$ cat config.mk
export PLATFORM = sky130hd
export DESIGN_NAME = csla_pipe_adder
export DESIGN_NICKNAME = d
export VERILOG_FILES = /design/src/rtl/csla_pipe_adder.sv
export SDC_FILE = /design/constraint.sdc
export NUM_CORES = 1
export LEC_CHECK = 0
export CORE_MARGIN = 4
export CORE_UTILIZATION = 40
export CTS_CLUSTER_SIZE = 14
export DETAILED_ROUTE_END_ITERATION = 12
export PLACE_DENSITY_LB_ADDON = 0.08
export SLEW_MARGIN = 20
export SYNTH_ARGS = -nofsm -noshare
export SYNTH_HDL_FRONTEND = slang
export SYNTH_SLANG_ARGS = --single-unit
$ cat constraint.sdc
create_clock -name Clk -period 2.9 [get_ports Clk]
set_clock_uncertainty 0.15 [all_clocks]
set_input_delay 0.435 -clock Clk [delete_from_list [all_inputs] [get_ports Clk]]
set_output_delay 0.435 -clock Clk [all_outputs]
set_load 0.05 [all_outputs]
$ cat src/rtl/csla_pipe_adder.sv
`default_nettype none
// ============================================================================
//  Module      : csla_pipe_adder
//  Description : Parametrised pipelined carry-select adder/subtractor with
//                valid/ready handshake on both sides. Every carry-select
//                block gets two candidate sums (block carry-in 0 and 1) when
//                the operands are accepted. Each pipeline stage then resolves
//                one block, using the carry-out of the block below it.
//                Optional flags (Zero, Ovf) are built only when the macro
//                CSLA_FLAGS_EN is defined.
//  Revision    : 1.0 - initial release
// ============================================================================
module csla_pipe_adder #(
    parameter int WIDTH = 32,   // operand width, multiple of BLK
    parameter int BLK   = 8     // carry-select block width
) (
    input  logic             Clk,
    input  logic             Rst_n,
    input  logic             In_Valid,
    output logic             In_Ready,
    input  logic [WIDTH-1:0] A,
    input  logic [WIDTH-1:0] B,
    input  logic             Cin,
    input  logic             Sub,
    output logic             Out_Valid,
    input  logic             Out_Ready,
    output logic [WIDTH-1:0] S,
    output logic             Cout
`ifdef CSLA_FLAGS_EN
    ,
    output logic             Zero,
    output logic             Ovf
`endif
);

    localparam int         NBLK  = WIDTH / BLK;
    localparam logic [BLK:0] C_ONE = {{BLK{1'b0}}, 1'b1};

    // One (BLK+1)-bit candidate sum per block, packed block-major.
    typedef logic [NBLK-1:0][BLK:0] cand_t;

    // ------------------------------------------------------------------
    // Operand conditioning and candidate generation
    // ------------------------------------------------------------------
    logic [WIDTH-1:0] w_bx;      // B, or ~B when subtracting
    logic             w_c0;      // carry into block 0
    cand_t            w_cand0;   // per-block sum with block carry-in 0
    cand_t            w_cand1;   // per-block sum with block carry-in 1
    logic             w_en;      // global pipeline advance

    assign w_bx = Sub ? ~B : B;
    assign w_c0 = Sub ? ~Cin : Cin;

    for (genvar i = 0; i < NBLK; i++) begin : g_cand
        assign w_cand0[i] = {1'b0, A[i*BLK +: BLK]} + {1'b0, w_bx[i*BLK +: BLK]};
        // The carry-in-1 sum cannot exceed 2^(BLK+1)-1, so it fits BLK+1 bits.
        assign w_cand1[i] = w_cand0[i] + C_ONE;
    end

    // ------------------------------------------------------------------
    // Pipeline stage state. Index k holds the stage that has resolved
    // blocks 0..k. The remaining candidates travel along unchanged.
    // ------------------------------------------------------------------
    logic [NBLK-1:0]  valid_q, valid_d;
    logic [NBLK-1:0]  carry_q, carry_d;
    logic [WIDTH-1:0] sum_q   [NBLK];
    logic [WIDTH-1:0] sum_d   [NBLK];
    cand_t            cand0_q [NBLK];
    cand_t            cand0_d [NBLK];
    cand_t            cand1_q [NBLK];
    cand_t            cand1_d [NBLK];
    logic [BLK:0]     w_sel   [NBLK];   // selected candidate per stage

`ifdef CSLA_FLAGS_EN
    // a_msb ^ bx_msb is carried along so the output stage can recover the
    // carry into the MSB from the resolved sum bit.
    logic [NBLK-1:0]  px_q, px_d;
    logic             zero_q, zero_d;
    logic             ovf_q, ovf_d;
`endif

    // Stalls freeze everything. A free output slot lets all stages shift.
    assign w_en     = Out_Ready | ~valid_q[NBLK-1];
    assign In_Ready = w_en;

    // Next-state for every stage: resolve one block and pass the rest on.
    always_comb begin
        for (int k = 0; k < NBLK; k++) begin
            w_sel[k]   = '0;
            sum_d[k]   = '0;
            cand0_d[k] = '0;
            cand1_d[k] = '0;
        end
        valid_d = '0;
        carry_d = '0;

        // Stage 0 takes the operands directly and resolves block 0 with c0.
        w_sel[0]            = w_c0 ? w_cand1[0] : w_cand0[0];
        valid_d[0]          = In_Valid;
        carry_d[0]          = w_sel[0][BLK];
        sum_d[0][BLK-1:0]   = w_sel[0][BLK-1:0];
        cand0_d[0]          = w_cand0;
        cand1_d[0]          = w_cand1;

        // Stage k resolves block k using the carry-out from stage k-1.
        for (int k = 1; k < NBLK; k++) begin
            w_sel[k]                 = carry_q[k-1] ? cand1_q[k-1][k] : cand0_q[k-1][k];
            valid_d[k]               = valid_q[k-1];
            carry_d[k]               = w_sel[k][BLK];
            sum_d[k]                 = sum_q[k-1];
            sum_d[k][k*BLK +: BLK]   = w_sel[k][BLK-1:0];
            cand0_d[k]               = cand0_q[k-1];
            cand1_d[k]               = cand1_q[k-1];
        end
    end

`ifdef CSLA_FLAGS_EN
    // Flags are computed from the value entering the output stage.
    always_comb begin
        px_d    = '0;
        px_d[0] = A[WIDTH-1] ^ w_bx[WIDTH-1];
        for (int k = 1; k < NBLK; k++) begin
            px_d[k] = px_q[k-1];
        end
        zero_d = (sum_d[NBLK-1] == '0);
        // carry into MSB = s_msb ^ a_msb ^ bx_msb; overflow = that ^ carry out
        ovf_d  = sum_d[NBLK-1][WIDTH-1] ^ px_d[NBLK-1] ^ carry_d[NBLK-1];
    end
`endif

    // Stage registers: asynchronous clear, shift only on global advance.
    always_ff @(posedge Clk or negedge Rst_n) begin
        if (!Rst_n) begin
            valid_q <= '0;
            carry_q <= '0;
            for (int k = 0; k < NBLK; k++) begin
                sum_q[k]   <= '0;
                cand0_q[k] <= '0;
                cand1_q[k] <= '0;
            end
        end else if (w_en) begin
            valid_q <= valid_d;
            carry_q <= carry_d;
            for (int k = 0; k < NBLK; k++) begin
                sum_q[k]   <= sum_d[k];
                cand0_q[k] <= cand0_d[k];
                cand1_q[k] <= cand1_d[k];
            end
        end
    end

`ifdef CSLA_FLAGS_EN
    // Flag registers sit in the output stage and stall with S.
    always_ff @(posedge Clk or negedge Rst_n) begin
        if (!Rst_n) begin
            px_q   <= '0;
            zero_q <= 1'b0;
            ovf_q  <= 1'b0;
        end else if (w_en) begin
            px_q   <= px_d;
            zero_q <= zero_d;
            ovf_q  <= ovf_d;
        end
    end

    assign Zero = zero_q;
    assign Ovf  = ovf_q;
`endif

    // Already-resolved candidates are kept only for pipeline regularity.
    // The synthesiser prunes them. This sink keeps them from showing up
    // as dangling.
    logic w_unused;
    always_comb begin
        w_unused = 1'b0;
        for (int k = 0; k < NBLK; k++) begin
            w_unused = w_unused ^ (^cand0_q[k]) ^ (^cand1_q[k]);
        end
`ifdef CSLA_FLAGS_EN
        w_unused = w_unused ^ px_q[NBLK-1];
`endif
    end

    // The output stage is the last pipeline stage.
    assign S         = sum_q[NBLK-1];
    assign Cout      = carry_q[NBLK-1];
    assign Out_Valid = valid_q[NBLK-1];

endmodule
`default_nettype wire

After elaboration in Yosys (flattened, before gate mapping). Cells that the tools add are included.

Flip-flop bits (word level): 196. Bits of input ports: 70. Output and inout port bits: 35. Word-level logic and storage cells: 36.

Add/sub/neg operators: 8. Muxes and demuxes: 6. Bitwise gates (word level): 4.

Operators by type and width (count): 8-bit by 8-bit adder with 9-bit output (4); 9-bit by 1-bit adder with 9-bit output, second input constant (4); 9-bit two-way mux (4); 32-bit two-way mux (1); 32-bit inverter (1); 1-bit inverter (2); 1-bit two-way mux (1); 1-bit OR (1).

Depth between registers and ports, before layout. Gate-level depths: netlist of the first run.

Word-level depth: 5. Gate-level depth with buffers: 13. Depth with buffers taken out: 11.

Worst setup path after synthesis of the first run. Ideal clock, no wire load.

Path kind: input to register. Start point: input port Sub. End point: register cand1_q, in the netlist cand1_d[97]. Setup time: 0.069 ns. Arrival: 3.250 ns. Required time: 2.681 ns. Path slack: -0.569 ns. Cell stages on the path: 13. Buffers on the path: 3. Path through: buf_2 -> buf_1 -> xor2_1 -> ha_1 -> inv_1 -> fa_1 -> nand3b_1 -> a21boi_1 -> nor4_1 -> or3_1 -> buf_2 -> or4_1 -> nand3_1.

Cells in the longest elaborated chain, start to end: 3.

Ends and longest elaborated chain: start, declared (line 24) `input logic Sub,`; 32-bit two-way mux (line 51) `assign w_bx = Sub ? ~B : B;`; 8-bit by 8-bit adder with 9-bit output (line 55) `assign w_cand0[i] = {1'b0, A[i*BLK +: BLK]} + {1'b0, w_bx[i*BLK +: BLK]};`; 9-bit by 1-bit adder with 9-bit output (line 57) `assign w_cand1[i] = w_cand0[i] + C_ONE;`; end signal, assigned by index (line 147) `cand1_q[k] <= cand1_d[k];`; end, declared (line 70) `cand_t cand1_q [NBLK];`.

No other way between the ends. A chain may end at the register's enable or synchronous reset.

Worst setup path after layout of the first run.
Start point: input port B[16]. End point: register cand1_q, in the netlist cand1_d[97].

Cells in the longest elaborated chain, start to end: 4.

Ends and longest elaborated chain: start, declared (line 22) `input logic [WIDTH-1:0] B,`; 32-bit inverter (line 51); 32-bit two-way mux (*) (line 51); 8-bit by 8-bit adder with 9-bit output (*) (line 55); 9-bit by 1-bit adder with 9-bit output (*) (line 57).

Every way passes the cells marked *; elsewhere a longest branch is shown, timed or not.

==> results.cfg, run 1 <==
[worst_setup_path]
worstSetupStartpointType = input port
crit_arrival_ns = 3.00
path_class = input port to flip-flop
r2r.worst_path.cells = 4
timing.rr.start = valid_q[3]$_DFFE_PN0P_
crit_path_max_fanout = 5
critPathCaptureType = flip-flop
startpoint = B[16]
crit_required_ns = 3.12

[power_and_ir_drop]
p_comb_frac = 0.379
p_seq_frac = 0.405
power_density_nw_per_um2 = 970
p_leak_nw = 5.88
p_sw_mw = 4.44
ir_drop_uv = 546
switching_share = 0.374
clkPwrFrac = 0.215
cell_internal_pwr_mw = 7.43

[clock_network]
htreeDepth = 4
tritoncts = yes
cts.sinks = 196
clk_pin_slew_ns = 0.07
clock-root-buffer = clkbuf_16
numCtsBuffers = 17
cts.path.max_buffers = 2
postCtsSetupBuffers = 0
clk-insertion-delay-late_ns = 0.42

[synthesis]
yosysUniqueCellTypes = 58
ys_seq_area_frac = 0.512
synth_area_um2 = 9590
ys_seq_elements = 196
ys.flop_type = dfrtp_1
synthArstFlopShare = 1.00
postSynthAreaPerCell_um2 = 8.98
synth-edff-count = 0
synth_nets = 1182
synth_cells = 1068
ys_warn_count = 0

[timing]
rsz0062_at_grt = yes
hold_viol_final = 0
setup_viol = 0
period_share = 0.960
totalNegativeSetupSlack_ns = 0
relSlewSlack = 0.546
fmax_mhz = 359
min_period_ns = 2.78
tightest_slew_ns = 0.671
layout_setup_ws_ns = 0.116
maxSlewViolCount = 0

[finish]
fin_nets = 1338
stdcell_count = 1556
antenna_cells = 0
drive_gt1_frac = 0.113
syn2layout_area_growth_pct = 27.6

[place]
dp_hpwl_um = 13700
dp_slack_ns = -0.461
place.gp.congestion = 0.790
placed_cells = 1523
portBuffers = 104

[routing]
drc_errors = 0
drt_iter0_markers = 364
dr.pass1.iters = 4
finalWirelength_um = 19300
wl_per_cell_um = 12.4
vias = 7158
vias_per_cell = 4.60
ant_nets = 0

[worst_hold_path]
hold_start = valid_q[2]$_DFFE_PN0P_
hold_depth = 1
worst_hold_path_type = flip-flop to flip-flop

[die]
chipHeight_um = 163
placementRows = 56
io_pins = 105
core-area_um2 = 23500
die_w_um = 163
die_area_um2 = 26500
start_util = 0.407

[job]
drv_cap = 0

[grt]
grt_pass1_wl_um = 33500
grt_pass1_vias = 6855
grt_usage = 0.152
grt.overflow.total = 0
antenna_found_initial = 0
grt_max_degree = 103

[outcome]
outcome = completed
[layout make-up]
| class | count | area (um^2) |
|---|---|---|
| Clock buffer | 20 | 447 |
| Tap cell | 319 | 399 |
| Timing Repair Buffer | 188 | 1720 |
| Fill cell | 2317 | 11300 |
| Inverter | 20 | 77.6 |
| Sequential cell | 196 | 4900 |
| Clock inverter | 12 | 204 |
| Multi-Input combinational cell | 801 | 4480 |
[metal layers]
metal	track usage	vias to the layer above	routed length [um]
met5	0	-	0
met4	0.0412	0	196
met3	0.0273	16	856
met2	0.207	122	7420
met1	0.245	3215	10900
li1	-	3805	-
[power groups by stage]
stage	combinational, mW	clock, mW	sequential [mW]
5_1_grt	5.06	2.74	5.00
6_report	4.50	2.56	4.81
3_5_place_dp	4.55	0	4.87
2_1_floorplan	2.41	0	5.39
3_3_place_gp	4.48	0	4.83
4_1_cts	4.57	2.63	4.82
[cells in the final DEF, fill, tap and decap left out, drive strengths merged, types with 3 or more instances in the layout]
cell	count
nand3	18
o21ai	56
a211oi	3
xnor2	24
mux2i	27
o31a	4
xor2	47
o31ai	7
nor3	8
a21oi	25
and3	9
a31oi	4
nor4	4
o21a	8
nand3b	3
nand2	441
clkinvlp	3
clkdlybuf4s50	101
buf	85
ha	40
inv	20
clkbuf	21
a21boi	3
fa	4
clkinv	4
bufinv	5
nor2	26
nand2b	4
nand4	3
dfrtp	196
[final timing paths]
check	end	slack (ns)
hold reg to reg	valid_q[3]$_DFFE_PN0P_	0.31
hold / removal	valid_q[3]$_DFFE_PN0P_	0.31
setup / recovery	cand1_d[97]$_DFFE_PN0P_	0.12
max in group asynchronous	cand1_d[101]$_DFFE_PN0P_	1.42
setup reg to reg	sum_d[47]$_DFFE_PN0P_	1.09
min in group asynchronous	cand1_d[107]$_DFFE_PN0P_	0.41
[timing repair]
action	CTS	global route
pin swaps	0	6
gates resized for setup	1	5
hold buffers	1	0
setup endpoints to repair	1	4
hold endpoints to repair	54	0
[kinds of logic (layout without fill, tap and decap cells)]
kind of cell,after synthesis,after routing,share of synthesized area
compound gates,131,131,0.0852
xor+xnor,71,71,0.0656
fa+ha+maj,44,44,0.0606
buf+inv,71,240,0.0282
flops,196,196,0.512
mux,27,27,0.0282
simple gates,528,528,0.221
[sequential cells by signal (all words and copies together) (netlist names)]
signal,cells
S,32
cand0_d,54
cand1_d,54
carry_q,4
sum_d,48
valid_q,4
[metrics by stage]
stage / power, mW / hold slack [ns] / utilization / cell area [um^2]
after global routing: 12.8 / 0.331 / 0.520 / 12200
after floorplan: 7.80 / -0.0106 / - / 9650
after detailed placement: 9.42 / 0.298 / 0.490 / 11500
final: 11.9 / 0.308 / 0.520 / 12200
after global placement: 9.32 / 0.293 / 0.490 / 11500
after CTS: 12.0 / 0.314 / 0.518 / 12200
[Yosys cell counts (all sizes together) (9+ instances only)]
| cell | count | share of area |
|---|---|---|
| nand2 | 441 | 0.17 |
| dfrtp | 196 | 0.51 |
| o21ai | 56 | 0.029 |
| xor2 | 47 | 0.044 |
| clkbuf | 43 | 0.017 |
| ha | 40 | 0.052 |
| mux2i | 27 | 0.028 |
| nor2 | 26 | 0.010 |
| a21oi | 25 | 0.013 |
| xnor2 | 24 | 0.022 |
| inv | 19 | 0.0074 |
| nand3 | 18 | 0.0094 |
| and3 | 9 | 0.0060 |
[worst max-delay path: stages]
cell	delay (ns)
clkdlybuf4s50_1	0.47
xor2_1	0.14
ha_2	0.21
inv_2	0.04
fa_2	0.34
nand3b_1	0.20
a21boi_2	0.18
nor4_2	0.05
or3_4	0.39
or4_4	0.49
nand3_2	0.06
Power figures use the tool's default switching activity.
==> run 2: changes to the inputs <==
--- a/config.mk
+++ b/config.mk
@@ -10,7 +10,6 @@
 export CTS_CLUSTER_SIZE = 14
 export DETAILED_ROUTE_END_ITERATION = 12
 export PLACE_DENSITY_LB_ADDON = 0.08
-export SLEW_MARGIN = 20
 export SYNTH_ARGS = -nofsm -noshare
 export SYNTH_HDL_FRONTEND = slang
 export SYNTH_SLANG_ARGS = --single-unit
==> results of run 2 <==
Final layout, timing and power as in run 1 (identical DEF).
==> run 3: changes to the inputs <==
--- a/config.mk
+++ b/config.mk
@@ -7,9 +7,11 @@
 export LEC_CHECK = 0
 export CORE_MARGIN = 4
 export CORE_UTILIZATION = 40
-export CTS_CLUSTER_SIZE = 14
+export CTS_CLUSTER_SIZE = 20
 export DETAILED_ROUTE_END_ITERATION = 12
+export GPL_TIMING_DRIVEN = 0
 export PLACE_DENSITY_LB_ADDON = 0.08
+export SLEW_MARGIN = 10
 export SYNTH_ARGS = -nofsm -noshare
 export SYNTH_HDL_FRONTEND = slang
 export SYNTH_SLANG_ARGS = --single-unit
==> results.cfg, run 3 (synthesis gave the netlist of run 1 again) <==
[timing]
maxSlewViolCount = 0
totalNegativeSetupSlack_ns = 0
fmax_mhz = 354
rsz0062_at_grt = yes
period_share = 0.973
relSlewSlack = 0.445
min_period_ns = 2.82
layout_setup_ws_ns = 0.0780
setup_viol = 0
hold_viol_final = 0
tightest_slew_ns = 0.833

[die]
placementRows = 56
start_util = 0.407
die_w_um = 163
chipHeight_um = 163
io_pins = 105
die_area_um2 = 26500
core-area_um2 = 23500

[routing]
drc_errors = 0
vias_per_cell = 4.79
ant_nets = 0
dr.pass1.iters = 5
vias = 7317
drt_iter0_markers = 389
wl_per_cell_um = 14.9
finalWirelength_um = 22700

[grt]
grt_max_degree = 105
grt.overflow.total = 0
grt_pass1_wl_um = 37200
antenna_found_initial = 0
grt_usage = 0.176
grt_pass1_vias = 7094

[worst_hold_path]
worst_hold_path_type = flip-flop to flip-flop

[worst_setup_path]
crit_required_ns = 3.12
critPathCaptureType = flip-flop
crit_path_max_fanout = 6
crit_arrival_ns = 3.04
path_class = input port to flip-flop
worstSetupStartpointType = input port

[clock_network]
clk-insertion-delay-late_ns = 0.43
clock-root-buffer = clkbuf_16
tritoncts = yes
htreeDepth = 4
cts.path.max_buffers = 2
numCtsBuffers = 17
cts.sinks = 196
clk_pin_slew_ns = 0.07

[power_and_ir_drop]
p_leak_nw = 5.60
power_density_nw_per_um2 = 985
clkPwrFrac = 0.200
ir_drop_uv = 443
switching_share = 0.409
power.total_mw = 11.7
p_comb_frac = 0.394
cell_internal_pwr_mw = 6.93
p_sw_mw = 4.79
p_seq_frac = 0.405

[place]
portBuffers = 103
post_dp_cell_area_um2 = 11100
dp_hpwl_um = 16700
place.gp.congestion = 0.789
dp_slack_ns = -0.916

[finish]
fin_nets = 1310
antenna_cells = 0
layout_commonest_cell = nand2_1
final_area_um2 = 11900
utilization = 0.506
layout_common_cells = nand2_1 (441), dfrtp_1 (196), clkdlybuf4s50_1 (99)
syn2layout_area_growth_pct = 24.2
drive_gt1_frac = 0.0687

[job]
drv_cap = 0

[outcome]
outcome = completed
==> run 3: power groups by stage <==
stage,Combinational (mW),Clock (mW),Sequential [mW]
2_1_floorplan,2.41,0,5.39
3_3_place_gp,4.54,0,4.79
3_5_place_dp,4.62,0,4.81
4_1_cts,4.64,2.40,4.76
5_1_grt,5.19,2.52,4.93
6_report,4.62,2.35,4.75
==> run 3: timing repair <==
| action | CTS | global route |
|---|---|---|
| resized for setup | 8 | 22 |
| setup endpoints to repair | 5 | 11 |
| setup buffers | 1 | 4 |
| endpoints found under the hold margin | 92 | 0 |
| pin swaps | 4 | 10 |
| gates cloned | 0 | 0 |
| hold buffers | 1 | 0 |
==> run 3: final cells by class <==
| class | instances | area (um^2) |
|---|---|---|
| buffer | 50 | 233 |
| clock buffer | 17 | 425 |
| clock inverter | 15 | 169 |
| fill | 2364 | 11600 |
| inverter | 20 | 76.3 |
| multi-input combinational | 801 | 4590 |
| sequential | 196 | 4900 |
| tap | 319 | 399 |
| timing repair buffer | 110 | 1110 |
==> run 3: worst paths after layout <==
path	depth (start not counted)	from	endpoint	slack, ns
worst max register to register	7	valid_q[3]$_DFFE_PN0P_	cand0_d[68]$_DFFE_PN0P_	0.39
worst min-delay path	2	valid_q[2]$_DFFE_PN0P_	valid_q[2]$_DFFE_PN0P_	0.31
min in group asynchronous	2	Rst_n	carry_q[3]$_DFFE_PN0P_	0.48
worst max-delay path	11	A[16]	cand1_d[97]$_DFFE_PN0P_	0.08
max in group asynchronous	3	Rst_n	S[10]$_DFFE_PN0P_	1.17
worst min register to register	2	valid_q[2]$_DFFE_PN0P_	valid_q[2]$_DFFE_PN0P_	0.31
==> run 3: metrics by stage <==
step                      hold WS, ns  cells
after CTS                       0.314   1524
after floorplan               -0.0106   1068
after global routing            0.338   1528
after global placement          0.293   1490
after detailed placement        0.297   1491
final                           0.312   1528
==> run 3: routing by layer <==
metal / up-vias / wire [um] / share of wire / global-route usage
li1: 3751 / - / - / -
met1: 3411 / 11900 / 0.52 / 0.275
met2: 145 / 9690 / 0.43 / 0.258
met3: 10 / 987 / 0.043 / 0.0304
met4: 0 / 167 / 0.0074 / 0.0343
met5: - / 0 / 0 / 0
==> run 3: critical path, cell delays in order <==
cell,delay (ns)
clkdlybuf4s50_1,0.46
ha_2,0.18
inv_2,0.04
fa_2,0.35
nand3b_1,0.20
a21boi_2,0.18
nor4_1,0.06
or3_1,0.40
buf_6,0.14
or4_1,0.50
nand3_1,0.09
